File: src/rtl/aes_inv_round_ctrl.sv
// AES-128 inverse cipher round sequencer.
// Accepts a ciphertext and round-NR key, applies the initial AddRoundKey, then
// drives the shared full-round datapath for NR-1 cycles and the final-round
// datapath for one cycle. It presents the plaintext until the consumer takes it.
// Optional build macro AES_INV_CTRL_ABORT_EN adds an 'abort' input. When abort
// is high in any busy state, the job is dropped and the controller returns to IDLE.
module aes_inv_round_ctrl #(
    parameter int NR = 10,
    parameter int W  = 128
) (
    input  logic         clk,
    input  logic         rst_n,
    input  logic         in_valid,
    output logic         in_ready,
    input  logic [W-1:0] ct_in,
    input  logic [W-1:0] key_in,
    output logic         out_valid,
    input  logic         out_ready,
    output logic [W-1:0] pt_out,
    output logic [3:0]   rnd_rc,
    output logic [W-1:0] rnd_data,
    output logic [W-1:0] rnd_key,
    input  logic [W-1:0] rnd_out,
    input  logic [W-1:0] rnd_keyout,
    input  logic [W-1:0] fin_out
`ifdef AES_INV_CTRL_ABORT_EN
    ,
    input  logic         abort
`endif
);

    // rc is 4 bits wide and must never wrap.
    if (NR < 1 || NR > 15) begin : g_bad_nr
        $error("aes_inv_round_ctrl: NR must be in 1..15");
    end

    typedef enum logic [1:0] {
        IDLE  = 2'd0,
        ROUND = 2'd1,
        FINAL = 2'd2,
        DONE  = 2'd3
    } state_t;

    // Last round count that still uses the full-round datapath.
    localparam logic [3:0] RC_LAST_FULL = 4'(NR - 1);
    // With a single round, the accepted block goes straight to the final round.
    localparam state_t     FIRST_STATE  = (NR == 1) ? FINAL : ROUND;

    state_t       state;
    state_t       state_nxt;
    logic [W-1:0] state_reg;
    logic [W-1:0] state_nxt_val;
    logic [W-1:0] key_reg;
    logic [W-1:0] key_nxt_val;
    logic [3:0]   rc;
    logic [3:0]   rc_nxt;

    assign in_ready  = (state == IDLE);
    assign out_valid = (state == DONE);
    assign pt_out    = state_reg;
    assign rnd_data  = state_reg;
    assign rnd_key   = key_reg;
    assign rnd_rc    = rc;

    // Next-state and next-register values. The datapath inputs are only
    // selected in ROUND and FINAL, so garbage on them elsewhere is never captured.
    always_comb begin
        state_nxt     = state;
        state_nxt_val = state_reg;
        key_nxt_val   = key_reg;
        rc_nxt        = rc;
        case (state)
            IDLE: begin
                if (in_valid) begin
                    state_nxt_val = ct_in ^ key_in;
                    key_nxt_val   = key_in;
                    rc_nxt        = 4'd1;
                    state_nxt     = FIRST_STATE;
                end
            end
            ROUND: begin
                state_nxt_val = rnd_out;
                key_nxt_val   = rnd_keyout;
                rc_nxt        = rc + 4'd1;
                if (rc == RC_LAST_FULL) begin
                    state_nxt = FINAL;
                end
            end
            FINAL: begin
                state_nxt_val = fin_out;
                key_nxt_val   = rnd_keyout;
                state_nxt     = DONE;
            end
            DONE: begin
                if (out_ready) begin
                    state_nxt = IDLE;
                    rc_nxt    = 4'd0;
                end
            end
            default: begin
                state_nxt = IDLE;
            end
        endcase
`ifdef AES_INV_CTRL_ABORT_EN
        // Abort overrides everything, including a plaintext handshake in DONE.
        if (abort && (state != IDLE)) begin
            state_nxt     = IDLE;
            state_nxt_val = '0;
            key_nxt_val   = '0;
            rc_nxt        = 4'd0;
        end
`endif
    end

    // FSM state register.
    always_ff @(posedge clk or negedge rst_n) begin
        if (!rst_n) begin
            state <= IDLE;
        end else begin
            state <= state_nxt;
        end
    end

    // Cipher state, round key and round counter feedback registers.
    always_ff @(posedge clk or negedge rst_n) begin
        if (!rst_n) begin
            state_reg <= '0;
            key_reg   <= '0;
            rc        <= 4'd0;
        end else begin
            state_reg <= state_nxt_val;
            key_reg   <= key_nxt_val;
            rc        <= rc_nxt;
        end
    end

endmodule

File: config.mk
export PLATFORM = sky130hd
export DESIGN_NAME = aes_inv_round_ctrl
export DESIGN_NICKNAME = d
export VERILOG_FILES = /design/src/rtl/aes_inv_round_ctrl.sv
export SDC_FILE = /design/constraint.sdc
export NUM_CORES = 1
export LEC_CHECK = 0
export ABC_AREA = 1
export BUFFER_PORTS_ARGS = -buffer_cell sky130_fd_sc_hd__buf_2
export CAP_MARGIN = 30
export CORE_AREA = 2 2 399 401
export CTS_CLUSTER_SIZE = 40
export DETAILED_ROUTE_END_ITERATION = 10
export DIE_AREA = 0 0 401 403
export PLACE_DENSITY = 0.32
export SETUP_SLACK_MARGIN = 0.3
export SYNTH_ARGS = -nofsm -noshare
export SYNTH_HDL_FRONTEND = slang
export SYNTH_SLANG_ARGS = --single-unit
File: constraint.sdc
create_clock -name clk -period 2 [get_ports clk]
set_input_delay 0.1 -clock clk [delete_from_list [all_inputs] [get_ports clk]]
set_output_delay 0.1 -clock clk [all_outputs]
set_load 0.1 [all_outputs]
== Word-level counts from Yosys, hierarchy flattened ==
Index checks and enable logic that the tools add are counted.
Operators by class
  reductions and logical operators: 9
  bitwise gates (word level): 1
  add/sub/neg operators: 1
  multiplexer cells: 11
  eq/ne operators: 7
Operators by type and width (count)
  one-hot mux 128 bit (3 select lines): 1
  two-way mux 128 bit: 2
  one-hot mux 128 bit (2 select lines): 1
  bitwise XOR 128 bit: 1
  one-hot mux 4 bit (3 select lines): 1
  two-way mux 4 bit: 2
  one-hot mux 2 bit (4 select lines): 1
  two-way mux 2 bit: 3
  AND reduction 3 bit: 2
  nonzero test 3 bit: 2
  adder 4 x 1 -> 4 bit (second input constant): 1
  == test 2 bit (second input constant): 2
  == test 4 bit (second input constant): 1
  inequality test 2 bit (second input constant): 2
  AND reduction 2 bit: 2
  == test 2 x 1 -> 1 bit (second input constant): 1
  zero test 2 bit: 1
  inequality test 2 x 1 -> 1 bit (second input constant): 1
  nonzero test 2 bit: 1
  OR reduction 2 bit: 1
Word-level totals
  input port bits: 644
  flip-flop bits (word level): 262
  logic and storage cells: 33

== Logic depth before layout (Yosys ltp) ==
  depth in word-level cells: 4
  depth in mapped cells: 10
  depth with buffers taken out: 8

== Worst setup path after synthesis ==
No wires, ideal clock.
  path type: reg2reg
  from: register state[0]
  to: register key_reg[100] (netlist: rnd_key[100])
  setup slack: -0.238 ns
  period minus slack after synthesis: 2.238 ns
  setup time: 0.125 ns
  stages on the path, launching flop included: 10
  arrival time: 2.113 ns
  path buffers: 2
  cells stage by stage: dfrtp_1 -> inv_1 -> ha_1 -> nand2_2 -> inv_2 -> nor2_4 -> inv_2 -> buf_2 -> buf_2 -> o21ai_1
On the way
  elaborated cells between the ends (all ways): 8
  those cells by class: eq/ne (3); mux (1); reduce/logical (4)
RTL lines
  start, declared: line 49  | state_t state;
  start signal, assigned: line 120  | state <= state_nxt;
  zero test 2 bit (*)
  named net in_ready: line 14  | output logic in_ready,
  inequality test 2 bit (no source line) or nonzero test 2 bit (tied branches)
  AND reduction 2 bit (no source line)
  end signal, assigned: line 132  | key_reg <= key_nxt_val;
  end, declared: line 53  | logic [W-1:0] key_reg;
The timed path passes the listed nets; every way through them passes the cells marked *.
A chain may end at the register's enable or synchronous reset.

== Worst setup path in the final report ==
  from: register state[0]
  to: register state_reg[33] (netlist: pt_out[33])
On the way
  longest elaborated chain between the ends: 3
  elaborated cells between the ends (all ways): 7
  those cells by class: eq/ne (3); mux (1); reduce/logical (3)
RTL lines
  == test 2 x 1 -> 1 bit, or another cell as far along: line 72  | case (state)
  nonzero test 3 bit (no source line) or inequality test 2 bit (tied branches)
  AND reduction 2 bit (no source line)
  end signal, assigned: line 131  | state_reg <= state_nxt_val;
  end, declared: line 51  | logic [W-1:0] state_reg;
Several ways; a longest one is shown, not always the timed one.

==> results.json <==
{
  "synth_compound_area_frac": 0.106,
  "port_buffers": 1033,
  "gp_congestion": 0.894,
  "final-setup-viol-count": 0,
  "crit_type": "flop to flop",
  "cp-start-kind": "flop",
  "rsz0062_at_grt": "true",
  "fin_tns_setup_ns": 0,
  "first_global_vias": 23146,
  "cp_slowest_cell": "dfrtp_1",
  "crit_path_max_fanout": 12,
  "die_area_sq_um": 162000,
  "grt_max_degree": 67,
  "cpMostUsedCell": "nand2_1",
  "finalCriticalPeriod_ns": 1.81,
  "synthSimpleGateAreaFrac": 0.352,
  "hold_viol": 0,
  "status": "finished, final reports clean",
  "path_cells": "inv_2 > ha_4 > buf_12 > buf_16 > clkbuf_16 > a21oi_1 > nand2_1 > nand3_1 > nand2_1",
  "totalWireLength_um": 139000,
  "synthToLayoutAreaGrowth_pct": 119,
  "place_hpwl_um": 87200,
  "ys_types": 22,
  "synth_fp_nets": 3114,
  "avgViaCountPerCell": 3.71,
  "r2r_cells": 9,
  "synthXorXnorAreaFrac": 0.000527,
  "synthMuxAreaShare": 0,
  "nNetsFinal": 4814,
  "path_clk_slew_ns": 0.07,
  "period_share": 0.906,
  "num_rows": 146,
  "cpPeakStageDelay_ns": 0.39,
  "seq_area_frac_synth": 0.394,
  "start_util": 0.106,
  "hold_depth": 5,
  "final_common_cell": "buf_2",
  "layout_common_cells": "buf_2 (988), nand2_1 (987), dlygate4sd3_1 (651)",
  "slew_headroom": 0.545,
  "drt_pass1_iterations": 6,
  "drt-initial-drc-count": 1346,
  "nFillCells": 17562,
  "die_x_um": 401,
  "grt_pass1_wl_um": 168000,
  "yosysWarnings": 0,
  "die_y_um": 403,
  "skew_ns": 0.0411,
  "detail-route-antenna-nets": 0,
  "clk_latency_ns": 0.62,
  "tightest_slew_ns": 0.687,
  "min_path_type": "primary input to flop",
  "coreArea_sq_um": 157000,
  "root_buffer": "clkbuf_16",
  "worstPathRequired_ns": 2.47,
  "yosys.area_share.adder": 0.00602,
  "cts_buffers": 40,
  "drv_cap": 0,
  "cts_tree": "yes",
  "ys_ff_latch": 262,
  "synth_top_family_by_area": "simple AND/OR/NAND/NOR gates",
  "grt.total_usage": 0.146,
  "antenna_found_initial": 16,
  "ioPinCount": 1034,
  "endpoint_kind": "flop",
  "cts.sink_count": 262,
  "drt-wirelength-per-cell_um": 22.2,
  "synth_area_sq_um": 16600,
  "grt-ovfl-total": 0,
  "drive_gt1_frac": 0.400,
  "vias": 23255,
  "worst_ep_arrival_time_ns": 2.29,
  "drc_errors": 0,
  "syn_avg_cell_area_sq_um": 6.75,
  "cts_buffer_depth": 3,
  "maxSlewViolCount": 0,
  "cts_htree_levels": 2,
  "postSynthCellCount": 2462,
  "fmax_mhz": 552
}
critical path: cells and delay by family (launching register included):
family / cells / cell delay (ns)
buffers and inverters: 4 / 0.65
AO/OA/AOI/OAI: 1 / 0.14
flip-flops: 1 / 0.39
AND/OR/NAND/NOR: 3 / 0.20
adder cells (fa/ha/maj): 1 / 0.24
repair_timing:
item	in CTS	in global routing
buffers inserted	34	37
endpoints found under the setup margin	304	303
endpoints found under the hold margin	470	0
gates resized for setup	176	336
cloned	29	57
hold buffers	653	0
pin swaps	31	89
logic make-up (layout without fill, tap and decap cells):
group,Yosys count,after routing
simple gates,1407,1407
buf+inv,433,2161
compound gates,351,351
flops,262,262
fa+ha+maj,8,8
xor+xnor,1,1
other cells,0,10
area by class of cell:
cell class              count  area, sq um  share of cell area
clock inverters            16          178             0.00488
well taps                2072         2590              0.0712
repair buffers           1922        16200               0.445
repair inverters            5         98.8             0.00271
multi-input cells        1767         8920               0.245
clock buffers              54         1160              0.0320
flip-flops and latches    262         6560               0.180
inverters                 164          668              0.0183
diodes                     10         25.0            0.000687
routing by layer:
| layer | track usage | vias to the layer above | share of wire |
|---|---|---|---|
| li1 | - | 11090 | - |
| met1 | 0.179 | 11125 | 0.41 |
| met2 | 0.252 | 865 | 0.49 |
| met3 | 0.0360 | 171 | 0.067 |
| met4 | 0.0415 | 4 | 0.028 |
| met5 | 0 | - | 0.00014 |
through the flow:
stage / setup WS (ns) / utilization / instance area [sq um] / cells / hold WS [ns]
final: 0.188 / 0.231 / 36400 / 6272 / 0.0135
after global routing: 0.110 / 0.231 / 36400 / 6268 / 0.00811
after CTS: 0.175 / 0.213 / 33600 / 6169 / 0.00236
after detailed placement: 0.0534 / 0.151 / 23800 / 5383 / -0.00594
after global placement: 0.0616 / 0.151 / 23800 / 5383 / -0.0131
after floorplan: 0.311 / - / 16700 / 2462 / -0.196
cell usage after synthesis:
library cell | number | area (sq um)
buf_4 | 144 | 1080
o21ai_0 | 45 | 225
buf_6 | 6 | 67.6
nand2_1 | 1061 | 3980
o21ai_1 | 218 | 1090
clkbuf_2 | 1 | 5.00
or2_2 | 88 | 551
inv_1 | 161 | 604
clkbuf_1 | 12 | 45.0
nand4_1 | 1 | 6.26
nand3b_1 | 18 | 135
nor2_1 | 20 | 75.1
ha_1 | 8 | 100
xor2_1 | 1 | 8.76
nand3_1 | 217 | 1090
inv_2 | 2 | 7.51
nor2_4 | 1 | 11.3
a21oi_1 | 88 | 440
dfrtp_1 | 262 | 6560
inv_4 | 1 | 6.26
nand2_2 | 1 | 6.26
buf_2 | 106 | 531
path summary, 6_finish.rpt:
path	from	endpoint	slack, ns
hold reg to reg	rnd_key[103]	rnd_key[103]	0.48
hold / removal	key_in[117]	rnd_key[117]	0.01
setup reg to reg	state[0]	pt_out[33]	0.19
max in group asynchronous	rst_n	pt_out[37]	1.29
min in group asynchronous	rst_n	rnd_key[110]	0.14
setup / recovery	state[0]	pt_out[33]	0.19
Power is left out: the tool's default activity adds up to more than one toggle a clock period on the data nets, which glitch-free logic cannot reach.
